**config.mk**
```make
export PLATFORM = sky130hd
export DESIGN_NAME = postcode_display_scanner
export DESIGN_NICKNAME = d
export VERILOG_FILES = /design/src/rtl/postcode_display_scanner.sv
export SDC_FILE = /design/constraint.sdc
export NUM_CORES = 1
export LEC_CHECK = 0
export CAP_MARGIN = 20
export CORE_MARGIN = 2
export CORE_UTILIZATION = 33
export DETAILED_ROUTE_END_ITERATION = 12
export PLACE_DENSITY = 0.56
export SYNTH_ARGS = -nofsm -noshare
export SYNTH_HDL_FRONTEND = slang
export SYNTH_SLANG_ARGS = --single-unit
```
**constraint.sdc**
```tcl
create_clock -name clk2M -period 8.9 [get_ports clk2M]
set_input_delay 1.335 -clock clk2M [delete_from_list [all_inputs] [get_ports clk2M]]
set_output_delay 1.335 -clock clk2M [all_outputs]
set_load 0.02 [all_outputs]
```
**src/rtl/postcode_display_scanner.sv**
```systemverilog
// Time-multiplexed POST display driver: two 7-segment digits and an 8-LED bank
// share one active-low LED_CONTROL bus, with enforced dead-time between phases.
module postcode_display_scanner #(
  parameter int DWELL_MS      = 4,
  parameter int DEADTIME_CLKS = 4
) (
  input  logic       clk2M,
  input  logic       reset,
  input  logic       i1mSCE,
  input  logic       i_display_en,
  input  logic [7:0] i_postcode,
  input  logic       i_postcode_valid,
  input  logic [7:0] i_status_leds,
  input  logic       i_dp_en,
  output logic [7:0] o_led_control,
  output logic       o_7seg1_sel_n,
  output logic       o_7seg2_sel_n,
  output logic       o_postled_sel
);

  typedef enum logic [2:0] {BLANK, DEAD, DIGIT1, DIGIT2, LEDS} state_t;

  localparam logic [7:0] DWELL_LAST = 8'(DWELL_MS - 1);
  localparam logic [3:0] DEAD_LAST  = 4'(DEADTIME_CLKS - 1);

  state_t     state;
  state_t     next_phase;
  logic [7:0] pending;
  logic [7:0] shadow;
  logic [7:0] dwell_cnt;
  logic [3:0] dead_cnt;

  // Active-low gfedcba pattern for one hex nibble.
  function automatic logic [6:0] seg(input logic [3:0] n);
    // NOTE: the default arm keeps every path assigned, so no latch is inferred.
    case (n)
      4'h0: seg = 7'h40;  4'h1: seg = 7'h79;  4'h2: seg = 7'h24;  4'h3: seg = 7'h30;
      4'h4: seg = 7'h19;  4'h5: seg = 7'h12;  4'h6: seg = 7'h02;  4'h7: seg = 7'h78;
      4'h8: seg = 7'h00;  4'h9: seg = 7'h10;  4'hA: seg = 7'h08;  4'hB: seg = 7'h03;
      4'hC: seg = 7'h46;  4'hD: seg = 7'h21;  4'hE: seg = 7'h06;  default: seg = 7'h0E;
    endcase
  endfunction

  function automatic logic [7:0] phase_data(input state_t ph, input logic [7:0] code,
                                            input logic dp_en, input logic [7:0] leds);
    case (ph)
      DIGIT1:  phase_data = {1'b1, seg(code[7:4])};
      DIGIT2:  phase_data = {~dp_en, seg(code[3:0])};
      LEDS:    phase_data = ~leds;
      default: phase_data = 8'hFF;
    endcase
  endfunction

  // Capture runs regardless of display enable so the code is current on re-enable.
  always_ff @(posedge clk2M or posedge reset) begin
    // NOTE: state registers use non-blocking assignments so every flop samples pre-edge values.
    if (reset)                 pending <= 8'h00;
    else if (i_postcode_valid) pending <= i_postcode;
  end

  always_ff @(posedge clk2M or posedge reset) begin
    if (reset) begin
      state         <= BLANK;
      next_phase    <= DIGIT1;
      shadow        <= 8'h00;
      dwell_cnt     <= 8'h00;
      dead_cnt      <= 4'h0;
      o_led_control <= 8'hFF;
      o_7seg1_sel_n <= 1'b1;
      o_7seg2_sel_n <= 1'b1;
      o_postled_sel <= 1'b0;
    end else if (!i_display_en) begin
      state         <= BLANK;
      next_phase    <= DIGIT1;
      dwell_cnt     <= 8'h00;
      dead_cnt      <= 4'h0;
      o_led_control <= 8'hFF;
      o_7seg1_sel_n <= 1'b1;
      o_7seg2_sel_n <= 1'b1;
      o_postled_sel <= 1'b0;
    end else begin
      case (state)
        BLANK: begin
          state      <= DEAD;
          next_phase <= DIGIT1;
          dead_cnt   <= 4'h0;
        end
        DEAD: begin
          if (dead_cnt == DEAD_LAST) begin
            // Select and data go live on the same edge; DIGIT1 latches the frame's code.
            state         <= next_phase;
            dwell_cnt     <= 8'h00;
            o_7seg1_sel_n <= (next_phase != DIGIT1);
            o_7seg2_sel_n <= (next_phase != DIGIT2);
            o_postled_sel <= (next_phase == LEDS);
            if (next_phase == DIGIT1) shadow <= pending;
            o_led_control <= phase_data(next_phase, (next_phase == DIGIT1) ? pending : shadow,
                                        i_dp_en, i_status_leds);
          end else begin
            dead_cnt <= dead_cnt + 4'h1;
          end
        end
        DIGIT1, DIGIT2, LEDS: begin
          if (i1mSCE && dwell_cnt == DWELL_LAST) begin
            state         <= DEAD;
            dead_cnt      <= 4'h0;
            next_phase    <= (state == DIGIT1) ? DIGIT2 : (state == DIGIT2) ? LEDS : DIGIT1;
            o_led_control <= 8'hFF;
            o_7seg1_sel_n <= 1'b1;
            o_7seg2_sel_n <= 1'b1;
            o_postled_sel <= 1'b0;
          end else begin
            if (i1mSCE) dwell_cnt <= dwell_cnt + 8'h01;
            o_led_control <= phase_data(state, shadow, i_dp_en, i_status_leds);
          end
        end
        default: begin
          state <= BLANK;
        end
      endcase
    end
  end

endmodule

```
==> reports/qor.yml <==
startpoint_type: "input port"
htreeDepth: 2
multi_input_area_um2: 2180
cts_root_buf: "clkbuf_8"
status: "completed"
maxCapViolCount: 0
ys.flop_type: "dfrtp_1"
rsz0062_at_grt: "false"
nets: 473
design.core.area_um2: 10300
hold_violations: 0
fp.dieH_um: 107
setup-tns-final_ns: 0
place_area_um2: 3900
maxSlewHeadroom_pct: 48.3
cts_sinks: 45
dp_hpwl_mm: 7.08
drv_slew: 0
cp.arrival_ns: 3.54
synth_seq_cells: 45
synth-compound-area-share_pct: 23.1
synth-xor-area-share_pct: 2.24
cp_max_fo: 13
yosys-mux-area-fraction_pct: 6.82
cts_buffers: 5
placed_cells: 553
drt-pass1-iter-count: 5
via_per_inst: 5.53
min_path_type: "flop to flop"
whs_ns: 0.495
setup_violations: 0
overflow: 0
synth-simple-area-share_pct: 20.4
final_cells: 562
rows: 37
synth_edf_count: 0
final_antenna_net_count: 0
vias: 3107
power.total_uw: 492
first_iter_violations: 211
start_util_pct: 34.1
end_kind: "flop"
area_growth_pct: 14.0
place.port_buffers: 32
r2r_slack_ns: 5.65
max-vdd-ir-drop_v: 0.0000540
syn_avg_cell_area_um2: 8.61
synthAdderAreaFrac_pct: 9.24
fin_area_um2: 4010
netlist-cell-type-count: 63
fmax_ghz: 0.299
track_usage_pct: 16.7
critPathKind: "input port to flop"
cts.clk_slew.worst_paths_ns: 0.09
synth_top_family_by_area: "compound AO/OA/AOI/OAI gates"
preCtsSetupSlack_ns: 5.25
antennaDiodeCount: 0
period_share_pct: 37.6
drcViolationCount: 0
tightest_slew_ns: 0.776
cts_setup_buffers: 0
final_util_pct: 38.9
cts_tree: "yes"
leakage_nw: 1.67
seq_area_um2: 1140
p_per_area_nw_per_um2: 123
clock_latency_ns: 0.31
finClkSkew_ns: 0.0106
routedWlPerCell_um: 16.8
pin_count: 33
crit_required_ns: 9.09
antenna_found_initial: 0
grt_pass1_wl_mm: 15.2
grt_pass1_vias: 3011
postSynthCellCount: 409
yosys_warnings: 0
cts-resized-gates: 0
synth_nets: 457
gp_congestion: 0.862
period_minus_slack_ns: 3.34
max-clock-path-buffers: 2
hold_buffers: 0
ys_seq_area_share_pct: 32.4
drive_above_1_share_pct: 11.7
route.final.wire_length_mm: 9.42
fillCellCount: 1050
die_width_um: 107
grt_max_degree: 46
synth_async_sr_flop_share_pct: 100
syn_area_um2: 3520
finalWorstSetupSlack_ns: 5.56
dieArea_um2: 11500
==> critical path: stages <==
cell and delay [ns]:
clkdlybuf4s50_1 0.70, nand3_1 0.34, nor2_1 0.50, and2_1 0.31, mux2_2 0.35
==> cell usage after synthesis, types with 3 or more instances <==
cell type / count / area, µm²
nand3_1: 12 / 60.1
clkbuf_1: 18 / 67.6
o311ai_0: 4 / 35.0
a221oi_1: 3 / 26.3
nor2b_1: 9 / 56.3
xor2_1: 3 / 26.3
buf_6: 3 / 33.8
and2_1: 6 / 37.5
a211oi_1: 13 / 97.6
nor4_1: 4 / 25.0
o22ai_1: 5 / 31.3
and3_1: 4 / 25.0
o32ai_1: 3 / 26.3
a22oi_1: 3 / 22.5
mux2_2: 14 / 158
o211ai_1: 7 / 52.6
buf_2: 4 / 20.0
a21oi_1: 20 / 100
dfrtp_1: 34 / 851
o21ai_0: 22 / 110
nand2b_1: 7 / 43.8
a22o_1: 3 / 26.3
inv_1: 20 / 75.1
ha_1: 26 / 325
dfstp_2: 11 / 289
a21o_1: 4 / 30.0
nor2_1: 36 / 135
nor3b_1: 4 / 30.0
nor3_1: 6 / 30.0
a21boi_0: 3 / 22.5
nand2_1: 46 / 173
o31ai_1: 4 / 30.0
xnor2_1: 6 / 52.6
mux2i_1: 6 / 60.1
==> path summary, 6_finish.rpt <==
check,startpoint,to,depth (start not counted)
setup / recovery,i_display_en,shadow[7],5
hold / removal,o_led_control[2],o_led_control[2],2
setup reg to reg,next_phase[0],o_led_control[5],11
hold reg to reg,o_led_control[2],o_led_control[2],2
max in group asynchronous,reset,o_7seg1_sel_n,3
min in group asynchronous,reset,dead_cnt[0],2
==> cell type report <==
| type | count | area share [%] |
|---|---|---|
| inverters | 20 | 1.87 |
| clock buffers | 5 | 1.71 |
| clock inverters | 3 | 0.530 |
| multi-input cells | 318 | 54.4 |
| flip-flops and latches | 45 | 28.4 |
| well taps | 136 | 4.24 |
| repair buffers | 35 | 8.86 |
==> registers in the layout, summed over array words and instances, names as in the netlist <==
signal	count
state	3
next_phase	3
dwell_cnt	8
o_7seg1_sel_n	1
dead_cnt	4
o_7seg2_sel_n	1
o_postled_sel	1
o_led_control	8
shadow	8
pending	8
==> logic make-up after synthesis <==
logic type	count (synthesis)
fa+ha+maj	26
compound gates	116
simple gates	146
buf+inv	46
xor+xnor	9
flops	45
mux	21
==> per-layer routing <==
layer	GRT usage (%)	wire length, µm	vias to the layer above
li1	-	-	1507
met3	5.15	701	15
met5	0	0	-
met4	4.64	135	0
met1	22.7	4310	1485
met2	25.8	4280	100
==> power by group <==
part / internal [mW] / leakage, nW / switching, mW / total, mW
Combinational: 0.0530 / 1.07 / 0.0657 / 0.119
Clock: 0.0559 / 0.0445 / 0.0787 / 0.135
Sequential: 0.218 / 0.551 / 0.0202 / 0.239
==> cells in the final DEF (no fill, tap or decap), types with 4 or more instances in the layout <==
master	synthesis	layout
a21o_1	4	4
mux2i_1	6	6
clkdlybuf4s50_1	0	32
o211ai_1	7	7
nor2_1	36	36
inv_1	20	19
and2_1	6	6
xnor2_1	6	6
and3_1	4	4
dfrtp_1	34	34
nor3_1	6	6
mux2_2	14	14
nor2b_1	9	9
nor4_1	4	4
o22ai_1	5	5
dfstp_2	11	11
nand2_1	46	46
o31ai_1	4	4
a211oi_1	13	13
o311ai_0	4	4
clkbuf_8	0	5
nand2b_1	7	7
o21ai_0	22	22
ha_1	26	26
nand3_1	12	12
a21oi_1	20	20
No activity file was read; power rests on OpenSTA's default activity.
